`src/rtl/alu_exec_unit_if.sv`:
```
// Handshake/operand bus between decode/operand-mux (master) and alu_exec_unit (slave).
interface alu_exec_unit_if #(
    parameter int WIDTH = 32
) ();
    logic             in_valid;
    logic             in_ready;
    logic [2:0]       aluctrl;
    logic [WIDTH-1:0] op_a;
    logic [WIDTH-1:0] op_b;
    logic             out_valid;
    logic             out_ready;
    logic [WIDTH-1:0] result;
    logic             zero;
    logic             lt_signed;
    logic             lt_unsigned;

    modport master (
        output in_valid, aluctrl, op_a, op_b, out_ready,
        input  in_ready, out_valid, result, zero, lt_signed, lt_unsigned
    );

    modport slave (
        input  in_valid, aluctrl, op_a, op_b, out_ready,
        output in_ready, out_valid, result, zero, lt_signed, lt_unsigned
    );
endinterface

```
`src/rtl/alu_exec_unit.sv`:
```
// Multi-cycle ALU execute unit: result plus signed/unsigned compare flags.
// Shifts iterate one bit per cycle; define ALU_FAST_SHIFT_EN for a
// single-cycle barrel shifter (no SHIFT state, no counter).
// Control codes come from the shared macro header; defaults below apply
// only when that header has not been included.
`ifndef ADD
`define ADD 3'b000
`endif
`ifndef SUB
`define SUB 3'b001
`endif
`ifndef SLL
`define SLL 3'b010
`endif
`ifndef SRL
`define SRL 3'b011
`endif
`ifndef SRA
`define SRA 3'b100
`endif
`ifndef XOR
`define XOR 3'b101
`endif
`ifndef OR
`define OR  3'b110
`endif
`ifndef AND
`define AND 3'b111
`endif

module alu_exec_unit #(
    parameter int WIDTH   = 32,
    parameter int SHAMT_W = 5
) (
    input logic            clk,
    input logic            rst,
    alu_exec_unit_if.slave bus
);

`ifdef ALU_FAST_SHIFT_EN
    typedef enum logic [1:0] {S_IDLE = 2'd0, S_DONE = 2'd2} state_t;
`else
    typedef enum logic [1:0] {S_IDLE = 2'd0, S_SHIFT = 2'd1, S_DONE = 2'd2} state_t;
`endif

    state_t             r_state;
    state_t             w_state_next;
    logic [WIDTH-1:0]   r_result;
    logic               r_zero;
    logic               r_lt_s;
    logic               r_lt_u;
    logic               w_accept;
    logic [SHAMT_W-1:0] w_shamt;
    logic [WIDTH:0]     w_diff;
    logic [WIDTH-1:0]   w_imm_result;
`ifndef ALU_FAST_SHIFT_EN
    logic [SHAMT_W-1:0] r_cnt;
    logic [2:0]         r_op;
    logic               w_is_shift;
    logic [WIDTH-1:0]   w_shift_next;
`endif

    assign w_accept = bus.in_valid && (r_state == S_IDLE);
    assign w_shamt  = bus.op_b[SHAMT_W-1:0];
    // Extra MSB of the widened subtraction is the unsigned borrow.
    assign w_diff   = {1'b0, bus.op_a} - {1'b0, bus.op_b};

    // Result available at the accept edge (shifts seed with op_a unless barrel build)
    always_comb begin
        w_imm_result = bus.op_a;
        case (bus.aluctrl)
            `ADD: w_imm_result = bus.op_a + bus.op_b;
            `SUB: w_imm_result = w_diff[WIDTH-1:0];
            `XOR: w_imm_result = bus.op_a ^ bus.op_b;
            `OR:  w_imm_result = bus.op_a | bus.op_b;
            `AND: w_imm_result = bus.op_a & bus.op_b;
`ifdef ALU_FAST_SHIFT_EN
            `SLL: w_imm_result = bus.op_a << w_shamt;
            `SRL: w_imm_result = bus.op_a >> w_shamt;
            `SRA: w_imm_result = $signed(bus.op_a) >>> w_shamt;
`endif
            default: w_imm_result = bus.op_a;
        endcase
    end

`ifndef ALU_FAST_SHIFT_EN
    assign w_is_shift = (bus.aluctrl == `SLL) || (bus.aluctrl == `SRL) || (bus.aluctrl == `SRA);

    // One-bit step of the iterative shifter
    always_comb begin
        w_shift_next = r_result;
        case (r_op)
            `SLL:    w_shift_next = {r_result[WIDTH-2:0], 1'b0};
            `SRL:    w_shift_next = {1'b0, r_result[WIDTH-1:1]};
            default: w_shift_next = {r_result[WIDTH-1], r_result[WIDTH-1:1]};
        endcase
    end
`endif

    // State register
    always_ff @(posedge clk) begin
        if (rst) r_state <= S_IDLE;
        else     r_state <= w_state_next;
    end

    // Next-state logic
    always_comb begin
        w_state_next = r_state;
        case (r_state)
            S_IDLE: begin
                if (w_accept) begin
`ifndef ALU_FAST_SHIFT_EN
                    if (w_is_shift && (w_shamt != '0)) w_state_next = S_SHIFT;
                    else                               w_state_next = S_DONE;
`else
                    w_state_next = S_DONE;
`endif
                end
            end
`ifndef ALU_FAST_SHIFT_EN
            S_SHIFT: if (r_cnt == SHAMT_W'(1)) w_state_next = S_DONE;
`endif
            S_DONE:  if (bus.out_ready) w_state_next = S_IDLE;
            default: w_state_next = S_IDLE;
        endcase
    end

    // Datapath: capture at accept, iterate in SHIFT, hold in DONE
    always_ff @(posedge clk) begin
        if (rst) begin
            r_result <= '0;
            r_zero   <= 1'b0;
            r_lt_s   <= 1'b0;
            r_lt_u   <= 1'b0;
`ifndef ALU_FAST_SHIFT_EN
            r_cnt    <= '0;
            r_op     <= '0;
`endif
        end else begin
            case (r_state)
                S_IDLE: begin
                    if (w_accept) begin
                        r_lt_s   <= $signed(bus.op_a) < $signed(bus.op_b);
                        r_lt_u   <= w_diff[WIDTH];
                        r_result <= w_imm_result;
`ifndef ALU_FAST_SHIFT_EN
                        r_op     <= bus.aluctrl;
                        r_cnt    <= w_shamt;
                        // zero is only refreshed on the transition into DONE
                        if (!(w_is_shift && (w_shamt != '0)))
                            r_zero <= (w_imm_result == '0);
`else
                        r_zero   <= (w_imm_result == '0);
`endif
                    end
                end
`ifndef ALU_FAST_SHIFT_EN
                S_SHIFT: begin
                    r_result <= w_shift_next;
                    r_cnt    <= r_cnt - SHAMT_W'(1);
                    if (r_cnt == SHAMT_W'(1)) r_zero <= (w_shift_next == '0);
                end
`endif
                default: ;
            endcase
        end
    end

    // Outputs decoded from state and registered datapath
    always_comb begin
        bus.in_ready    = (r_state == S_IDLE);
        bus.out_valid   = (r_state == S_DONE);
        bus.result      = r_result;
        bus.zero        = r_zero;
        bus.lt_signed   = r_lt_s;
        bus.lt_unsigned = r_lt_u;
    end

endmodule

```
`src/flat_wrapper.sv`:
```
// flat-port wrapper written by rule: the top's interface ports become plain ports
module alu_exec_unit_flat 
#(
    parameter int WIDTH   = 32,
    parameter int SHAMT_W = 5
)
  (clk, rst, bus_in_valid, bus_aluctrl, bus_op_a, bus_op_b, bus_out_ready, bus_in_ready, bus_out_valid, bus_result, bus_zero, bus_lt_signed, bus_lt_unsigned);
  alu_exec_unit_if #(.WIDTH(WIDTH)) bus_i ();
  input logic clk;
  input logic rst;
  input wire logic [$bits(bus_i.in_valid)-1:0] bus_in_valid;
  input wire logic [$bits(bus_i.aluctrl)-1:0] bus_aluctrl;
  input wire logic [$bits(bus_i.op_a)-1:0] bus_op_a;
  input wire logic [$bits(bus_i.op_b)-1:0] bus_op_b;
  input wire logic [$bits(bus_i.out_ready)-1:0] bus_out_ready;
  output wire logic [$bits(bus_i.in_ready)-1:0] bus_in_ready;
  output wire logic [$bits(bus_i.out_valid)-1:0] bus_out_valid;
  output wire logic [$bits(bus_i.result)-1:0] bus_result;
  output wire logic [$bits(bus_i.zero)-1:0] bus_zero;
  output wire logic [$bits(bus_i.lt_signed)-1:0] bus_lt_signed;
  output wire logic [$bits(bus_i.lt_unsigned)-1:0] bus_lt_unsigned;
  assign bus_i.in_valid = bus_in_valid;
  assign bus_i.aluctrl = bus_aluctrl;
  assign bus_i.op_a = bus_op_a;
  assign bus_i.op_b = bus_op_b;
  assign bus_i.out_ready = bus_out_ready;
  assign bus_in_ready = bus_i.in_ready;
  assign bus_out_valid = bus_i.out_valid;
  assign bus_result = bus_i.result;
  assign bus_zero = bus_i.zero;
  assign bus_lt_signed = bus_i.lt_signed;
  assign bus_lt_unsigned = bus_i.lt_unsigned;
  alu_exec_unit #(.WIDTH(WIDTH), .SHAMT_W(SHAMT_W)) u_core (.clk(clk), .rst(rst), .bus(bus_i));
endmodule
```
`config.mk`:
```
export PLATFORM = sky130hd
export DESIGN_NAME = alu_exec_unit_flat
export DESIGN_NICKNAME = d
export VERILOG_FILES = /design/src/rtl/alu_exec_unit_if.sv /design/src/rtl/alu_exec_unit.sv /design/src/flat_wrapper.sv
export SDC_FILE = /design/constraint.sdc
export NUM_CORES = 1
export LEC_CHECK = 0
export BUFFER_PORTS_ARGS = -buffer_cell sky130_fd_sc_hd__buf_2
export CAP_MARGIN = 0
export CORE_ASPECT_RATIO = 0.7
export CORE_MARGIN = 1.5
export CORE_UTILIZATION = 30
export DETAILED_ROUTE_END_ITERATION = 7
export GPL_ROUTABILITY_DRIVEN = 0
export PLACE_DENSITY = 0.45
export SLEW_MARGIN = 20
export SYNTH_ARGS = -nofsm -noshare
export SYNTH_HDL_FRONTEND = slang
export SYNTH_SLANG_ARGS = --single-unit
```
`constraint.sdc`:
```
create_clock -name clk -period 8.1 [get_ports clk]
set_clock_uncertainty 0.1 [all_clocks]
set_input_delay 1.62 -clock clk [delete_from_list [all_inputs] [get_ports clk]]
set_output_delay 1.62 -clock clk [all_outputs]
set_load 0.005 [all_outputs]
```
==> reports/metrics.csv <==
stage;metric;value;unit
status;status;finished clean;
detailed_routing;first_pass_iters;6;
grt;grt_use_met1;38.68;%
finish;final_common_cell;a21oi_1;
timing;slew_headroom;37.90;%
critical_path;max_stage_delay;580;ps
clock_network;worstSkewPairLatency;300;ps
yosys;synth_edf_count;0;
critical_path;path_buf_inv;2;
clock_network;numCtsBuffers;5;
grt;antenna_found_initial;0;
grt;grt_pass1_wl;56.77;mm
timing;layout_setup_ws;2693;ps
yosys;synth_top_area_cell;ha_1;
placement;port_buffers;107;
critical_path;cp_cell_sequence;buf_2 > inv_1 > ha_1 > a21oi_1 > a21oi_1 > o311ai_2 > nand4_1 > a21oi_1 > o21ai_0 > a21o_1 > a211oi_1 > nor2b_1 > and4_1 > a31o_1;
grt;grt_usage;25.07;%
detailed_routing;ant_nets;0;
floorplanning;dieArea;0.02954;mm²
timing;setup_viol;0;
yosys;synth.distinct_cells;89;
pwr;total_power;1211;µW
critical_path;critPathRequiredTime;8200;ps
clock_network;cts_resized;0;
yosys;ys_warn_count;0;
yosys;synth_area_leaders;ha_1 (15%), dfxtp_1 (11%), a21oi_1 (8.0%), nand2_1 (5.8%), nor2_1 (5.8%);
yosys;avgSynthCellArea;6.706;µm²
floorplanning;die_w;204.8;µm
critical_path;critPathLaunchType;input pin;
detailed_routing;finalWirelength;37.58;mm
pwr;vdd_drop_max;0.06975;mV
timing;finalMaxSlewViolations;0;
clock_network;postCtsSetupBuffers;0;
floorplanning;pin_count;108;
yosys;synth-seq-cells;45;
critical_path;cp_max_fo;12;
clock_network;cts_tree;built;
yosys;ys.flop_type;dfxtp_1;
floorplanning;core;0.02789;mm²
yosys;synthesis.area;0.008551;mm²
floorplanning;die_h;144.3;µm
critical_path;crit_path_end_kind;flop;
clock_network;cts_sinks;45;
grt;grt.busiest_layer;met1;
timing;rsz0062_at_grt;false;
clock_network;htreeDepth;2;
grt;use_met2;35.67;%
yosys;syn_nets;1453;
placement;place_area;0.009318;mm²
yosys;async_reset_ff_share;0;%
critical_path;path_class;input pin to flop;
flow_run;max_cap_viol_count;0;
critical_path;critPathArrivalTime;5510;ps
grt;grt-ovfl-total;0;
finish;layout-drive-gt1-share;11.73;%
detailed_routing;drc;0;
yosys;ys_seq_area_share;10.54;%
critical_path;crit_family;compound AO/OA/AOI/OAI gates;
placement;dp_slack;2574;ps
detailed_routing;via_per_inst;5.917;
grt;grt_max_degree;47;
timing;hold_viol;0;
worst_hold_path;hold_class;flop to flop;
pwr;p_leak;0.004026;µW
clock_network;root_buffer;clkbuf_16;
timing;tns;0;ps
detailed_routing;vias;10010;
critical_path;critical_path.slowest_cell;o311ai_2;
placement;dpl.hpwl;29.35;mm
finish;final_nets;1498;
detailed_routing;wire_per_inst;22.21;µm
finish;design_area;0.009494;mm²
grt;use_met3;4.957;%
pwr;pwr_density_cell;127.5;mW/mm²
finish;antenna_cells;0;
timing;fin_crit_sh;66.76;%
floorplanning;start_util;30.66;%
finish;final_cell_mix;a21oi_1 (135), nand2_1 (131), nor2_1 (128);
clock_network;ctsHoldBuffers;0;
grt;grt_pass1_vias;9236;
detailed_routing;drt_first_iter_violations;1599;
timing;fin_hold_ws;353.1;ps
timing;max_slew.worst_pin.slew;929.6;ps
clock_network;clk_pin_slew;70;ps
clock_network;clockBufferDepth;2;
timing;fmax;184.9;MHz
finish;area_growth;11.03;%
timing;finalCriticalPeriod;5407;ps
critical_path;cp_common_cell;a21oi_1;
yosys;syn_inst;1275;
floorplanning;floorplan.rows;51;
yosys;synth_top_area_share;15.36;%
state kept, by name, indices dropped and copies added (netlist names):
name,flops
u_core.r_state,2
u_core.bus.result,32
u_core.bus.lt_signed,1
u_core.r_cnt,5
u_core.bus.zero,1
u_core.bus.lt_unsigned,1
u_core.r_op,3
layout make-up:
cell class	count	area [µm²]
Clock buffer	6	138.9
Clock inverter	2	37.54
Fill cell	3035	18390
Inverter	106	397.9
Multi-Input combinational cell	1040	6907
Sequential cell	45	900.9
Tap cell	371	464.2
Timing Repair Buffer	122	648.1
power by group:
| group | leakage (µW) | total (µW) | switching (µW) | internal [µW] |
|---|---|---|---|---|
| logic | 0.00357 | 680 | 445 | 235 |
| clock network | 0.0000831 | 251 | 96.4 | 154 |
| registers | 0.000372 | 280 | 33.1 | 247 |
| total | 0.00403 | 1210 | 574 | 636 |
cells by family after synthesis:
group,count (synthesis),share of synthesized area (%)
multiplexers,45,5.341
adder cells (fa/ha/maj),107,15.83
AO/OA/AOI/OAI,433,33.30
XOR/XNOR,25,2.561
flip-flops,45,10.54
buffers and inverters,190,8.882
AND/OR/NAND/NOR,430,23.54
synthesized netlist by cell type (23+ instances only):
cell,n
ha_1,105
inv_1,103
nand2_1,131
clkbuf_1,51
nor3_1,41
nor2_1,131
a211oi_1,31
dfxtp_1,45
o21ai_0,84
a21oi_1,136
mux2i_1,40
nand3_1,23
tightest hold or removal path, cell delays in order, from the launching register on:
cell and delay, ps:
dfxtp_1 310, nand2_1 50, a21oi_1 50
path summary, 6_finish.rpt:
| path | startpoint | to | slack (ps) | cells past startpoint |
|---|---|---|---|---|
| worst max-delay path | bus_op_a[12] | u_core.bus.zero | 2690 | 14 |
| worst min-delay path | u_core.r_op[2] | u_core.r_op[2] | 350 | 2 |
| worst max register to register | u_core.r_state[0] | u_core.bus.zero | 4710 | 10 |
| worst min register to register | u_core.r_op[2] | u_core.r_op[2] | 350 | 2 |
metal layers:
layer  up-vias  routed length (µm)
li1       4724                   -
met4         0                 505
met3        46                3972
met5         -                   0
met2       536               15100
met1      4705               18000
stage by stage:
step	cells	util [%]
after floorplan	1275	-
after CTS	1692	34.05
after detailed placement	1684	33.41
after global placement	1684	33.41
after global routing	1692	34.05
final	1692	34.05
Note: power is estimated with default switching activity, not from simulation.
